==> src/rtl/alu32_issue_stage.sv <==
// Issue/capture stage around the combinational ALU32: buffers requests in a FIFO,
// presents one operation at a time on registered ALU inputs and returns results.
module alu32_issue_stage #(
    parameter int DEPTH = 4,
    parameter int CNTW  = 16
) (
    input  logic            clk,
    input  logic            rst_n,
    input  logic            req_valid,
    output logic            req_ready,
    input  logic [31:0]     req_in1,
    input  logic [31:0]     req_in2,
    input  logic            req_ci,
    input  logic [2:0]      req_op,
    output logic [31:0]     alu_in1,
    output logic [31:0]     alu_in2,
    output logic            alu_ci,
    output logic [2:0]      alu_a,
    input  logic [31:0]     alu_out,
    input  logic            alu_co,
    output logic            rsp_valid,
    input  logic            rsp_ready,
    output logic [31:0]     rsp_data,
    output logic            rsp_co,
    output logic            rsp_zero,
    output logic [2:0]      rsp_op,
    output logic            busy,
    output logic [CNTW-1:0] issued_count
);
    localparam int AW = $clog2(DEPTH);
    localparam int CW = AW + 1;
    localparam int EW = 68;
    localparam logic [2:0] OP_ADD = 3'b100;

    typedef enum logic [1:0] {
        IDLE = 2'b00,
        EXEC = 2'b01,
        RESP = 2'b10
    } state_t;

    state_t            state_q, state_d;
    logic [EW-1:0]     fifo_mem_q [DEPTH];
    logic [AW-1:0]     wr_ptr_q, rd_ptr_q;
    logic [CW-1:0]     count_q, count_d;
    logic              push_s, pop_s, capture_s, rsp_clr_s, fifo_empty_s, busy_d;
    logic [31:0]       alu_in1_q, alu_in2_q, rsp_data_q;
    logic              alu_ci_q, rsp_valid_q, rsp_co_q, rsp_zero_q, busy_q;
    logic [2:0]        alu_a_q, rsp_op_q;
    logic [CNTW-1:0]   issued_count_q;

    assign req_ready    = (count_q < CW'(DEPTH));
    assign fifo_empty_s = (count_q == {CW{1'b0}});
    assign push_s       = req_valid && req_ready;

    // Next state and the pop/capture strobes that drive the datapath registers
    always_comb begin
        state_d   = state_q;
        pop_s     = 1'b0;
        capture_s = 1'b0;
        rsp_clr_s = 1'b0;
        case (state_q)
            IDLE: begin
                if (!fifo_empty_s) begin
                    pop_s   = 1'b1;
                    state_d = EXEC;
                end else begin
                    state_d = IDLE;
                end
            end
            EXEC: begin
                capture_s = 1'b1;
                state_d   = RESP;
            end
            RESP: begin
                if (rsp_ready) begin
                    rsp_clr_s = 1'b1;
                    if (!fifo_empty_s) begin
                        pop_s   = 1'b1;
                        state_d = EXEC;
                    end else begin
                        state_d = IDLE;
                    end
                end else begin
                    state_d = RESP;
                end
            end
            default: state_d = IDLE;
        endcase
    end

    // Occupancy update; a simultaneous push and pop leaves the count unchanged
    always_comb begin
        count_d = count_q;
        case ({push_s, pop_s})
            2'b10:   count_d = count_q + CW'(1'b1);
            2'b01:   count_d = count_q - CW'(1'b1);
            default: count_d = count_q;
        endcase
        busy_d = (count_d != {CW{1'b0}}) || (state_d != IDLE);
    end

    // FSM state, FIFO storage, pointers, occupancy and busy flag
    always_ff @(posedge clk or negedge rst_n) begin
        if (!rst_n) begin
            state_q  <= IDLE;
            wr_ptr_q <= {AW{1'b0}};
            rd_ptr_q <= {AW{1'b0}};
            count_q  <= {CW{1'b0}};
            busy_q   <= 1'b0;
            for (int i = 0; i < DEPTH; i++) begin
                fifo_mem_q[i] <= {EW{1'b0}};
            end
        end else begin
            state_q <= state_d;
            count_q <= count_d;
            busy_q  <= busy_d;
            if (push_s) begin
                fifo_mem_q[wr_ptr_q] <= {req_op, req_ci, req_in2, req_in1};
                wr_ptr_q             <= wr_ptr_q + AW'(1'b1);
            end
            if (pop_s) begin
                rd_ptr_q <= rd_ptr_q + AW'(1'b1);
            end
        end
    end

    // Issue register: ALU inputs only move on a pop, so they stay stable through EXEC/RESP
    always_ff @(posedge clk or negedge rst_n) begin
        if (!rst_n) begin
            alu_in1_q      <= 32'd0;
            alu_in2_q      <= 32'd0;
            alu_ci_q       <= 1'b0;
            alu_a_q        <= 3'd0;
            issued_count_q <= {CNTW{1'b0}};
        end else if (pop_s) begin
            {alu_a_q, alu_ci_q, alu_in2_q, alu_in1_q} <= fifo_mem_q[rd_ptr_q];
            issued_count_q <= issued_count_q + CNTW'(1'b1);
        end
    end

    // Result capture at the end of EXEC; held until the consumer takes it
    always_ff @(posedge clk or negedge rst_n) begin
        if (!rst_n) begin
            rsp_valid_q <= 1'b0;
            rsp_data_q  <= 32'd0;
            rsp_co_q    <= 1'b0;
            rsp_zero_q  <= 1'b0;
            rsp_op_q    <= 3'd0;
        end else if (capture_s) begin
            rsp_valid_q <= 1'b1;
            rsp_data_q  <= alu_out;
            rsp_co_q    <= (alu_a_q == OP_ADD) ? alu_co : 1'b0;
            rsp_zero_q  <= (alu_out == 32'd0);
            rsp_op_q    <= alu_a_q;
        end else if (rsp_clr_s) begin
            rsp_valid_q <= 1'b0;
        end
    end

    assign alu_in1      = alu_in1_q;
    assign alu_in2      = alu_in2_q;
    assign alu_ci       = alu_ci_q;
    assign alu_a        = alu_a_q;
    assign rsp_valid    = rsp_valid_q;
    assign rsp_data     = rsp_data_q;
    assign rsp_co       = rsp_co_q;
    assign rsp_zero     = rsp_zero_q;
    assign rsp_op       = rsp_op_q;
    assign busy         = busy_q;
    assign issued_count = issued_count_q;

endmodule

==> config.mk <==
export PLATFORM = sky130hd
export DESIGN_NAME = alu32_issue_stage
export DESIGN_NICKNAME = d
export VERILOG_FILES = /design/src/rtl/alu32_issue_stage.sv
export SDC_FILE = /design/constraint.sdc
export NUM_CORES = 1
export LEC_CHECK = 0
export ABC_AREA = 1
export CAP_MARGIN = 0
export CORE_MARGIN = 2
export CORE_UTILIZATION = 55
export DETAILED_ROUTE_END_ITERATION = 7
export HOLD_SLACK_MARGIN = 0.08
export PLACE_DENSITY = 0.8
export RECOVER_POWER = 25
export SETUP_SLACK_MARGIN = 0.4
export SLEW_MARGIN = 30
export SYNTH_ARGS = -nofsm -noshare
export SYNTH_HDL_FRONTEND = slang
export SYNTH_SLANG_ARGS = --single-unit
==> constraint.sdc <==
create_clock -name clk -period 2.6 [get_ports clk]
set_clock_uncertainty 0.05 [all_clocks]
set_input_delay 0.26 -clock clk [delete_from_list [all_inputs] [get_ports clk]]
set_output_delay 0.26 -clock clk [all_outputs]
set_load 0.01 [all_outputs]
==> results_dict.tcl <==
set metrics [dict create \
    synth_compound_area_share_pct 15.3 \
    maxCapViolCount 0 \
    syn_area_sq_um 17100 \
    slew_viol_final 0 \
    drtIter0Drc 1218 \
    setup_violations 0 \
    seq_power_share_pct 39.8 \
    gp_congestion 0.843 \
    min_path_type "in -> reg" \
    async_reset_ff_share_pct 100 \
    synth_top_family_by_area "simple AND/OR/NAND/NOR gates" \
    powerDensity_nw_per_um2 1290 \
    combPwrFrac_pct 39.1 \
    grt-ovfl-total 0 \
    slew_headroom_pct 9.57 \
    yosys.area.top_type "dfrtp_1" \
    fin_crit_ns 2.13 \
    synth_cells 1973 \
    dieArea_sq_um 32500 \
    tightestPinTransition_ns 1.36 \
    yosysSeqAreaShare_pct 59.1 \
    die-width_um 180 \
    postRouteAntennaNets 0 \
    clk-insertion-delay-late_ns 0.53 \
    rsz0062_at_grt "no" \
    numPortBuffers 228 \
    yosys.area_share.xor_xnor_pct 0.512 \
    vias_per_cell 5.51 \
    syn_nets 2085 \
    core_sq_um 30600 \
    reg2reg_depth 10 \
    synth.top_cell.area_share_pct 59.1 \
    synth.area.mux_share_pct 0 \
    intPower_w 0.0170 \
    max_freq_mhz 468 \
    avgSynthCellArea_sq_um 8.67 \
    finalInstanceArea_sq_um 21000 \
    clock-sinks 404 \
    synth_fa_ha_area_share_pct 0.556 \
    cts_max_level 2 \
    antenna_found_initial 4 \
    drc 0 \
    dpl.cell_count 2506 \
    hold_viol_final 0 \
    synthTopCellsByCount "o21ai_0 (420), dfrtp_1 (404), nand2_1 (404)" \
    required_ns 2.95 \
    p_sw_share_pct 37.5 \
    rows 64 \
    final_cell_count_no_fill 2584 \
    layout-drive-gt1-share_pct 4.99 \
    finalPower_w 0.0272 \
    synth_edf_count 0 \
    worst_slack_ns 0.465 \
    crit_path_end_kind "flip-flop" \
    placed_area_sq_um 19700 \
    leakage_nw 9.81 \
    grt_pass1_wl_mm 70.7 \
    numCtsBuffers 41 \
    die_h_um 180 \
    vdd_ir_drop_max_mv 0.945 \
    min_period_over_period_pct 82.1 \
    grt_use_total_pct 26.2 \
    synth.most_common_cell "o21ai_0" \
    power_frac_clock_pct 21.0 \
    hold-path-cell-count 3 \
    vias 14200 \
    synth_seq_cells 404 \
    postCtsSetupRepairBufs 0 \
    cts_buffer_depth 3 \
    ys_warn_count 0 \
    final_nets 2266 \
    clkSlewWorstSetupHoldPaths_ns 0.06 \
    initial_utilization_pct 55.9 \
    worstPathMaxFanout 4 \
    grt_max_degree 149 \
    switchingPower_w 0.0102 \
    finalSetupTns_ns 0 \
    area_growth_pct 23.0 \
    yosys_most_used_dff "dfrtp_1" \
    cts-root-buf "clkbuf_16" \
    grt_pass1_vias 14200 \
    dp_hpwl_mm 25.3 \
    status "finished, final reports clean" \
    first_pass_iters 5 \
    arrival_ns 2.49 \
    dp_slack_ns 0.218 \
    ioPinCount 229 \
    wl_per_cell_um 16.3 \
    ys_top_cells_by_area "dfrtp_1 (59%), o21ai_0 (12%), nand2_1 (8.9%)" \
    cts_tree "done" \
    synth.distinct_cells 29 \
    yosys.area_share.simple_pct 18.2 \
    drt_wl_total_mm 42.1 \
    worstSetupPathType "reg -> reg" \
    startpoint_type "flip-flop" \
]
## metrics by stage
stage	utilization [%]	hold slack, ns
after floorplan	-	-0.0856
after global placement	64.5	0.297
after detailed placement	64.5	0.298
after CTS	68.9	0.245
after global routing	68.8	0.272
final	68.8	0.264
## logic make-up after synthesis
family	Yosys count
adder cells (fa/ha/maj)	7
XOR/XNOR	10
AND/OR/NAND/NOR	810
buffers and inverters	239
AO/OA/AOI/OAI	503
flip-flops	404
## registers in the layout (all words and copies together), names as in the netlist
name          cells
fifo_mem_q      272
alu_in1          32
alu_in2          32
rsp_data         32
issued_count     16
alu_a             3
count_q           3
rsp_op            3
rd_ptr_q          2
state_q           2
wr_ptr_q          2
alu_ci            1
busy              1
rsp_co            1
rsp_valid         1
rsp_zero          1
## cells in the final DEF (no fill, tap or decap), types with 7 or more instances in the layout
cell type	count
clkdlybuf4s50_1	227
nand3_1	19
nor2_1	368
buf_12	17
nand2_1	404
clkbuf_8	9
clkbuf_1	14
inv_1	110
buf_4	12
a31oi_1	66
nand4_1	7
o21ai_0	421
o21ai_1	11
dfrtp_1	402
clkbuf_16	43
xor2_1	7
## critical path, stage by stage (launching register included)
cell	delay (ns)
dfrtp_1	0.41
inv_2	0.06
o21ai_0	0.16
nor2_4	0.17
ha_2	0.20
inv_1	0.06
fa_2	0.52
o21a_1	0.12
inv_1	0.05
nor3_2	0.14
nand2_1	0.08
## power by group through the flow
| stage | Clock [W] | Sequential, W | Combinational [W] |
|---|---|---|---|
| CTS | 0.00581 | 0.0108 | 0.0107 |
| global placement | 0 | 0.0107 | 0.0102 |
| finish | 0.00571 | 0.0108 | 0.0106 |
| detailed placement | 0 | 0.0109 | 0.0106 |
| global route | 0.00608 | 0.0112 | 0.0120 |
| floorplan | 0 | 0.0109 | 0.00637 |
## final cells by class
class | instances | area, sq um
Tap cell | 396 | 495
Fill cell | 2406 | 9550
Clock buffer | 63 | 1240
Clock inverter | 11 | 75.1
Multi-Input combinational cell | 1330 | 5940
Inverter | 115 | 434
Antenna cell | 3 | 7.51
Sequential cell | 404 | 10100
Timing Repair Buffer | 262 | 2740
## final timing paths
kind                       slack (ns)         endpoint    startpoint
max                              0.47             busy    state_q[1]
min                              0.26     rsp_data[12]   alu_out[12]
max reg2reg                      0.47             busy    state_q[1]
min reg2reg                      0.42     rsp_data[26]  rsp_data[26]
max in group asynchronous        0.57  fifo_mem_q[181]         rst_n
min in group asynchronous        0.55       alu_in1[5]         rst_n
## layer usage
layer  global-route usage [%]  vias up  wire length [um]
li1                         -     6740                 -
met1                     35.3     6892             17800
met2                     43.5      507             20200
met3                     4.32      103              2810
met4                     9.26        2              1330
met5                        0        -                 8
## repair_timing
item	in CTS	in global routing
endpoints found under the hold margin	82	0
endpoints found under the setup margin	0	1
gates resized for setup	0	4
hold buffers	1	0
Note: power is estimated with default switching activity, not from simulation.
